--- src/rtl/wb_stage.sv ---
// Write-back stage: retires instructions leaving MEM/WB, aligns/extends load data,
// and stalls upstream while a load response is outstanding (with a timeout guard).
module wb_stage #(
    parameter int RSP_TIMEOUT = 255,
    parameter int XLEN        = 64
) (
    input  logic            clk,
    input  logic            rst,
    input  logic            valid_i,
    input  logic [XLEN-1:0] inst_addr_i,
    input  logic [4:0]      rd_waddr_i,
    input  logic            reg_wen_i,
    input  logic            is_load_i,
    input  logic [2:0]      load_funct3_i,
    input  logic [2:0]      load_offset_i,
    input  logic [XLEN-1:0] alu_wdata_i,
    input  logic            mem_rsp_valid_i,
    input  logic [XLEN-1:0] mem_rsp_data_i,
    output logic            stall_o,
    output logic            rf_wen_o,
    output logic [4:0]      rf_waddr_o,
    output logic [XLEN-1:0] rf_wdata_o,
    output logic            retire_valid_o,
    output logic [XLEN-1:0] retire_pc_o,
    output logic [XLEN-1:0] instret_o,
    output logic            timeout_o
);

    typedef enum logic {IDLE = 1'b0, WAIT_RSP = 1'b1} state_t;

    localparam logic [15:0] CNT_LAST = 16'(RSP_TIMEOUT - 1);

    state_t            r_state;
    state_t            w_state_next;
    logic [15:0]       r_cnt;
    logic [4:0]        r_rd;
    logic              r_wen;
    logic [XLEN-1:0]   r_pc;
    logic [2:0]        r_funct3;
    logic [2:0]        r_offset;

    logic              w_retire;
    logic              w_wen;
    logic [4:0]        w_waddr;
    logic [XLEN-1:0]   w_wdata;
    logic [XLEN-1:0]   w_pc;
    logic              w_capture;
    logic              w_timeout;
    logic              w_cnt_last;

    // Shift the response word down to the load's byte, then size/extend by funct3.
    function automatic logic [XLEN-1:0] f_ext(input logic [XLEN-1:0] data,
                                              input logic [2:0] funct3,
                                              input logic [2:0] offset);
        logic [XLEN-1:0] s;
        s = data >> {offset, 3'b000};
        case (funct3)
            3'b000:  f_ext = {{(XLEN-8){s[7]}}, s[7:0]};
            3'b001:  f_ext = {{(XLEN-16){s[15]}}, s[15:0]};
            3'b010:  f_ext = {{(XLEN-32){s[31]}}, s[31:0]};
            3'b100:  f_ext = {{(XLEN-8){1'b0}}, s[7:0]};
            3'b101:  f_ext = {{(XLEN-16){1'b0}}, s[15:0]};
            3'b110:  f_ext = {{(XLEN-32){1'b0}}, s[31:0]};
            default: f_ext = s;
        endcase
    endfunction

    assign w_cnt_last = (r_cnt == CNT_LAST);

    always_ff @(posedge clk or negedge rst) begin
        if (!rst) begin
            r_state <= IDLE;
        end else begin
            r_state <= w_state_next;
        end
    end

    always_comb begin
        w_state_next = r_state;
        case (r_state)
            IDLE: begin
                if (valid_i && is_load_i && !mem_rsp_valid_i) begin
                    w_state_next = WAIT_RSP;
                end
            end
            WAIT_RSP: begin
                if (mem_rsp_valid_i || w_cnt_last) begin
                    w_state_next = IDLE;
                end
            end
            default: w_state_next = IDLE;
        endcase
    end

    always_comb begin
        stall_o   = 1'b0;
        w_retire  = 1'b0;
        w_wen     = 1'b0;
        w_waddr   = '0;
        w_wdata   = '0;
        w_pc      = '0;
        w_capture = 1'b0;
        w_timeout = 1'b0;
        case (r_state)
            IDLE: begin
                if (valid_i) begin
                    if (!is_load_i) begin
                        w_retire = 1'b1;
                        w_wen    = reg_wen_i;
                        w_waddr  = rd_waddr_i;
                        w_wdata  = alu_wdata_i;
                        w_pc     = inst_addr_i;
                    end else if (mem_rsp_valid_i) begin
                        w_retire = 1'b1;
                        w_wen    = reg_wen_i;
                        w_waddr  = rd_waddr_i;
                        w_wdata  = f_ext(mem_rsp_data_i, load_funct3_i, load_offset_i);
                        w_pc     = inst_addr_i;
                    end else begin
                        w_capture = 1'b1;
                        stall_o   = 1'b1;
                    end
                end
            end
            WAIT_RSP: begin
                if (mem_rsp_valid_i) begin
                    w_retire = 1'b1;
                    w_wen    = r_wen;
                    w_waddr  = r_rd;
                    w_wdata  = f_ext(mem_rsp_data_i, r_funct3, r_offset);
                    w_pc     = r_pc;
                end else if (w_cnt_last) begin
                    // Abandoned load still retires so instret stays consistent, but writes nothing.
                    w_retire  = 1'b1;
                    w_timeout = 1'b1;
                    w_waddr   = r_rd;
                    w_pc      = r_pc;
                end else begin
                    stall_o = 1'b1;
                end
            end
            default: ;
        endcase
    end

    always_ff @(posedge clk or negedge rst) begin
        if (!rst) begin
            r_cnt    <= '0;
            r_rd     <= '0;
            r_wen    <= 1'b0;
            r_pc     <= '0;
            r_funct3 <= '0;
            r_offset <= '0;
        end else if (w_capture) begin
            r_cnt    <= '0;
            r_rd     <= rd_waddr_i;
            r_wen    <= reg_wen_i;
            r_pc     <= inst_addr_i;
            r_funct3 <= load_funct3_i;
            r_offset <= load_offset_i;
        end else if (r_state == WAIT_RSP && !mem_rsp_valid_i && !w_cnt_last) begin
            r_cnt <= r_cnt + 16'd1;
        end
    end

    always_ff @(posedge clk or negedge rst) begin
        if (!rst) begin
            rf_wen_o       <= 1'b0;
            rf_waddr_o     <= '0;
            rf_wdata_o     <= '0;
            retire_valid_o <= 1'b0;
            retire_pc_o    <= '0;
            instret_o      <= '0;
            timeout_o      <= 1'b0;
        end else begin
            rf_wen_o       <= w_retire && w_wen && (w_waddr != 5'd0);
            retire_valid_o <= w_retire;
            if (w_retire) begin
                rf_waddr_o  <= w_waddr;
                rf_wdata_o  <= w_wdata;
                retire_pc_o <= w_pc;
                instret_o   <= instret_o + 1'b1;
            end
            if (w_timeout) begin
                timeout_o <= 1'b1;
            end
        end
    end

endmodule

--- config.mk ---
export PLATFORM = sky130hd
export DESIGN_NAME = wb_stage
export DESIGN_NICKNAME = d
export VERILOG_FILES = /design/src/rtl/wb_stage.sv
export SDC_FILE = /design/constraint.sdc
export NUM_CORES = 1
export LEC_CHECK = 0
export CAP_MARGIN = 20
export CORE_UTILIZATION = 50
export DETAILED_ROUTE_END_ITERATION = 8
export GPL_TIMING_DRIVEN = 1
export PLACE_DENSITY = 0.9
export SLEW_MARGIN = 5
export SYNTH_ARGS = -nofsm -noshare
export SYNTH_HDL_FRONTEND = slang
export SYNTH_SLANG_ARGS = --single-unit
--- constraint.sdc ---
create_clock -name clk -period 5.6 [get_ports clk]
set_clock_uncertainty 0.1 [all_clocks]
set_input_delay 1.68 -clock clk [delete_from_list [all_inputs] [get_ports clk]]
set_output_delay 1.68 -clock clk [all_outputs]
set_load 0.05 [all_outputs]
* Word level (Yosys, flattened, before mapping)
Cells that the tools add are included.
Storage, ports and cells: output and inout port bits 201, memory bits (read-only) 0, latch bits 0, memory bits (writable) 0, memories kept 0, register bits 293, logic and storage cells 87
Operators by class: reduce and logical (&&, ||, !) cells 13, shift operators 2, eq/ne operators 11, mux-type cells 44, divide/modulo/power cells 0, magnitude comparators 0, $add $sub $neg 2, multipliers 0, bitwise gates (word level) 1
Operators with widths (count):
- $pmux W64 S6 | 2
- $mux W64 | 9
- $pmux W64 S2 | 2
- $shr A64 B6 Y64 | 2
- $add A64 B1 Y64 const B | 1
- $mux W16 | 2
- $mux W5 | 5
- $mux W1 | 19
- $eq A3 B3 Y1 const B | 6
- $add A16 B1 Y16 const B | 1
- $eq A16 B8 Y1 const B | 1
- $pmux W5 S2 | 1
- $pmux W1 S2 | 4
- $eq A3 B1 Y1 const B | 2
- $eq A3 B2 Y1 const B | 2
- $logic_and A1 B1 Y1 | 6
- $logic_not A3 Y1 | 2
- $reduce_bool A5 Y1 | 1
- $logic_not A1 Y1 | 2
- $reduce_bool A2 Y1 | 1
- $logic_or A1 B1 Y1 | 1
- $not A1 Y1 | 1

* Logic depth before layout (Yosys ltp)
word-level depth 6, depth in mapped cells 11, depth with buffers taken out 8

* Least setup slack after synthesis
OpenSTA, ideal clock, no wires.
path type input to output, start input port valid_i, end output port stall_o, arrival time 3.060 ns, path slack 0.760 ns, required time 3.820 ns, cell stages on the path 3, buffers on the path 1, path through nand2b_1 > clkbuf_1 > o21ai_0
On the way: longest elaborated chain between the ends 2
RTL lines:
- from (decl) | RTL line 9 | input logic valid_i,
- $mux W1 | RTL line 106 | if (valid_i) begin
- $pmux W1 S2 | RTL line 104 | case (r_state)
- to (decl) | RTL line 19 | output logic stall_o,
No other way between the ends.

* Worst setup path in the final report
start input port mem_rsp_valid_i, end output port stall_o
On the way: longest elaborated chain between the ends 4, elaborated cells between the ends (all ways) 5
RTL lines:
- from (decl) | RTL line 17 | input logic mem_rsp_valid_i,
- $mux W1 | RTL line 113 | end else if (mem_rsp_valid_i) begin
- $mux W1 | RTL line 107 | if (!is_load_i) begin
- $mux W1 | RTL line 106
- $pmux W1 S2 * | RTL line 104
Every way passes the cells marked *; elsewhere a longest branch is shown, timed or not.

==> summary.txt <==
Die
  • Core ar.: 0.0337 sq mm
  • IO Count: 410
  • FP Rows: 67
  • Horiz. Die Dim: 187 um
  • Initial Utilization: 0.510
  • Die area: 0.0351 sq mm
  • Die span in y: 187 um

CTS
  • Clk Latency, worst-skew pair: 0.56 ns
  • H-Tree Depth: 1
  • Clock tree sinks: 293
  • CTS Buf Count: 31
  • CTS Buffer Depth: 3
  • Setup bufs post-CTS: 0
  • CTS tree: yes
  • Clk slew on worst S/H paths: 0.06 ns
  • Hold buffers post-CTS: 0
  • Root Driver: clkbuf_16
  • PostCTS Resize Cnt: 0

Setup path
  • Crit path DAT: 3.38 ns
  • R2R depth: 6
  • Crit. End Element: output port
  • CP max stage delay: 0.52 ns
  • Slowest stage cell, crit path: o21ai_0
  • Worst Setup Start Kind: input pin
  • Critical path, cell by cell: clkdlybuf4s50_1, buf_4, nand2b_1, o21ai_0, buf_12
  • Crit path max fanout: 8
  • Req. time, crit path: 3.82 ns
  • Crit Path Class: in -> out

Global routing
  • Tot GR Track Use: 0.358
  • Vias in the first global route: 16200
  • Largest net degree at the start of global routing: 102
  • First-pass GRT wire length: about 100000 um
  • Initial antenna violation count: 4
  • Total grt overflow: 0

STA
  • Actual slew at the worst max-slew pin: 1.03 ns
  • Setup Viol. Count Final: 0
  • Unrepaired setup endpoints after global routing: no
  • Setup TNS: 0 ns
  • Minimum clock period: 5.16 ns
  • Setup WS post-layout: 0.440 ns
  • Final hold vios: 0
  • Slew headroom: 0.311
  • Tcrit/Tclk final: 0.922
  • Final Max Slew Viols: 0
  • Fmax: 194 MHz

Detailed routing
  • Routed wire length: 64200 um
  • Routed via count: 16500
  • Via/cell ratio: 6.71
  • First-pass DRT Iterations: 9
  • # DRC: 2
  • Number of DRC markers in iteration 0: approximately 2500
  • Final antenna-violating net count: 0
  • Wire per inst: roughly 26 um

Layout
  • Register cell area after layout: ~0.0073 sq mm
  • Final core occ: 0.674
  • Final-layout fill cell count: around 2500
  • Most common cell after layout, fill and taps aside: clkdlybuf4s50_1
  • Layout Nets: 2199
  • Final Non-Filler Cells: roughly 2500
  • Final instance area: 0.0227 sq mm
  • Most frequent cells in the layout: clkdlybuf4s50_1 (405), dfrtp_1 (291), nand2_1 (157), mux2_2 (108), inv_1 (86)
  • Share of cells above drive strength 1: 0.149
  • Area taken by multi-input logic gates: 0.00891 sq mm
  • Synth-to-Final Area Change: 32.2%

Logic synthesis
  • Register area share after synthesis: 0.426
  • Syn nets: roughly 1900
  • Ys async rst share: 1.00
  • Syn Inst Count: about 1600
  • Flops & latches, synth: 293
  • Syn. warnings: 0
  • Syn_area_per_cell: between 10 and 15 sq um
  • Synth cell types: 79
  • Synth Cell Area: 0.0172 sq mm
  • Number of synthesized flops with an enable pin: 0
  • Main synth FF type: dfrtp_1

Placement
  • Placed Cells: 2400
  • Port Buf Inserts: 409
  • Placed Instance Area: around 0.022 sq mm
  • Placer's final routability congestion estimate: roughly 1
  • Pre-CTS setup slack: 0.486 ns
  • Detailed Place HPWL: 45300 um

Power and ir drop
  • Pwr/cell area: 352 mW/mm^2
  • Max VDD drop: 0.290 mV
  • Leakage power: 9.64 nW

Worst hold path
  • Hold Path Stages: 1
  • Worst min path class: reg -> reg

Status
  • Status: finished, violations left
  • Failing checks: design-rule violations

Run
  • Max-Cap Viols: 0
[power breakdown]
part	internal (mW)	leakage (nW)	switching, mW
registers	2.48	3.67	0.299
logic	1.10	5.42	1.85
clock network	1.36	0.547	0.901
[synth_stat cells, types with 21 or more instances]
cell,number,area share
nor2b_1,21,0.0076
o31ai_1,39,0.017
mux2_2,108,0.071
nor2_1,56,0.012
mux4_2,43,0.056
nand4_1,21,0.0076
o211ai_1,28,0.012
nand2_1,157,0.034
buf_2,42,0.012
clkbuf_1,74,0.016
a21oi_1,31,0.0090
o21ai_0,84,0.024
xor2_1,56,0.029
inv_1,86,0.019
nand3_1,46,0.013
dfrtp_1,293,0.43
a222oi_1,78,0.045
mux2i_1,54,0.031
a22oi_1,53,0.023
[final cells by class]
class / count / area share
Inverter: 90 / 0.0149
Multi-Input combinational cell: 1123 / 0.392
Tap cell: 448 / 0.0247
Antenna cell: 4 / 0.000440
Clock inverter: 17 / 0.0111
Clock buffer: 39 / 0.0377
Timing Repair Buffer: 448 / 0.196
Sequential cell: 293 / 0.323
[kinds of logic after synthesis]
| logic type | count (synthesis) | share of synthesized area |
|---|---|---|
| muxes | 205 | 0.158 |
| adders and majority gates | 3 | 0.00218 |
| and+or+nand+nor | 432 | 0.134 |
| xor gates and xnor gates | 76 | 0.0387 |
| AOI/OAI and AO/OA | 407 | 0.182 |
| DFF | 293 | 0.426 |
| buffers and inverters | 232 | 0.0576 |
[sequential cells by signal, indices dropped and copies added (netlist names), 5 cells and up]
name and count:
instret_o 64, r_rd 5, retire_pc_o 64, rf_wdata_o 64, r_cnt 16, rf_waddr_o 5, r_pc 64
[critical path, delay by kind of cell]
kind                   cells  cell delay [ns]
buffers and inverters      3             0.92
AO/OA/AOI/OAI              1             0.52
AND/OR/NAND/NOR            1             0.26
[stage by stage]
stage                     total power, mW  hold WS [ns]
final                                7.99         0.358
after detailed placement             5.68         0.346
after global placement               5.59         0.346
after CTS                            7.96         0.361
after global routing                 8.23         0.384
after floorplan                      4.55         0.374
[final timing paths]
| path | from | slack (ns) | to |
|---|---|---|---|
| min | timeout_o$_DFFE_PN0P_ | 0.36 | timeout_o$_DFFE_PN0P_ |
| min in group asynchronous | rst | 1.05 | rf_wdata_o[14]$_DFFE_PN0P_ |
| max reg2reg | r_offset[0]$_DFFE_PN0P_ | 2.33 | rf_wdata_o[40]$_DFFE_PN0P_ |
| min reg2reg | timeout_o$_DFFE_PN0P_ | 0.36 | timeout_o$_DFFE_PN0P_ |
| max | mem_rsp_valid_i | 0.44 | stall_o |
| max in group asynchronous | rst | 3.22 | r_cnt[10]$_DFFE_PN0P_ |
[per-layer routing]
metal	vias to the layer above	GRT usage	wire length, um
li1	6905	-	-
met3	205	0.0880	7830
met4	0	0.139	2650
met2	1271	0.563	29400
met5	-	0	0
met1	8150	0.478	24300
No activity file was read; power rests on OpenSTA's default activity.
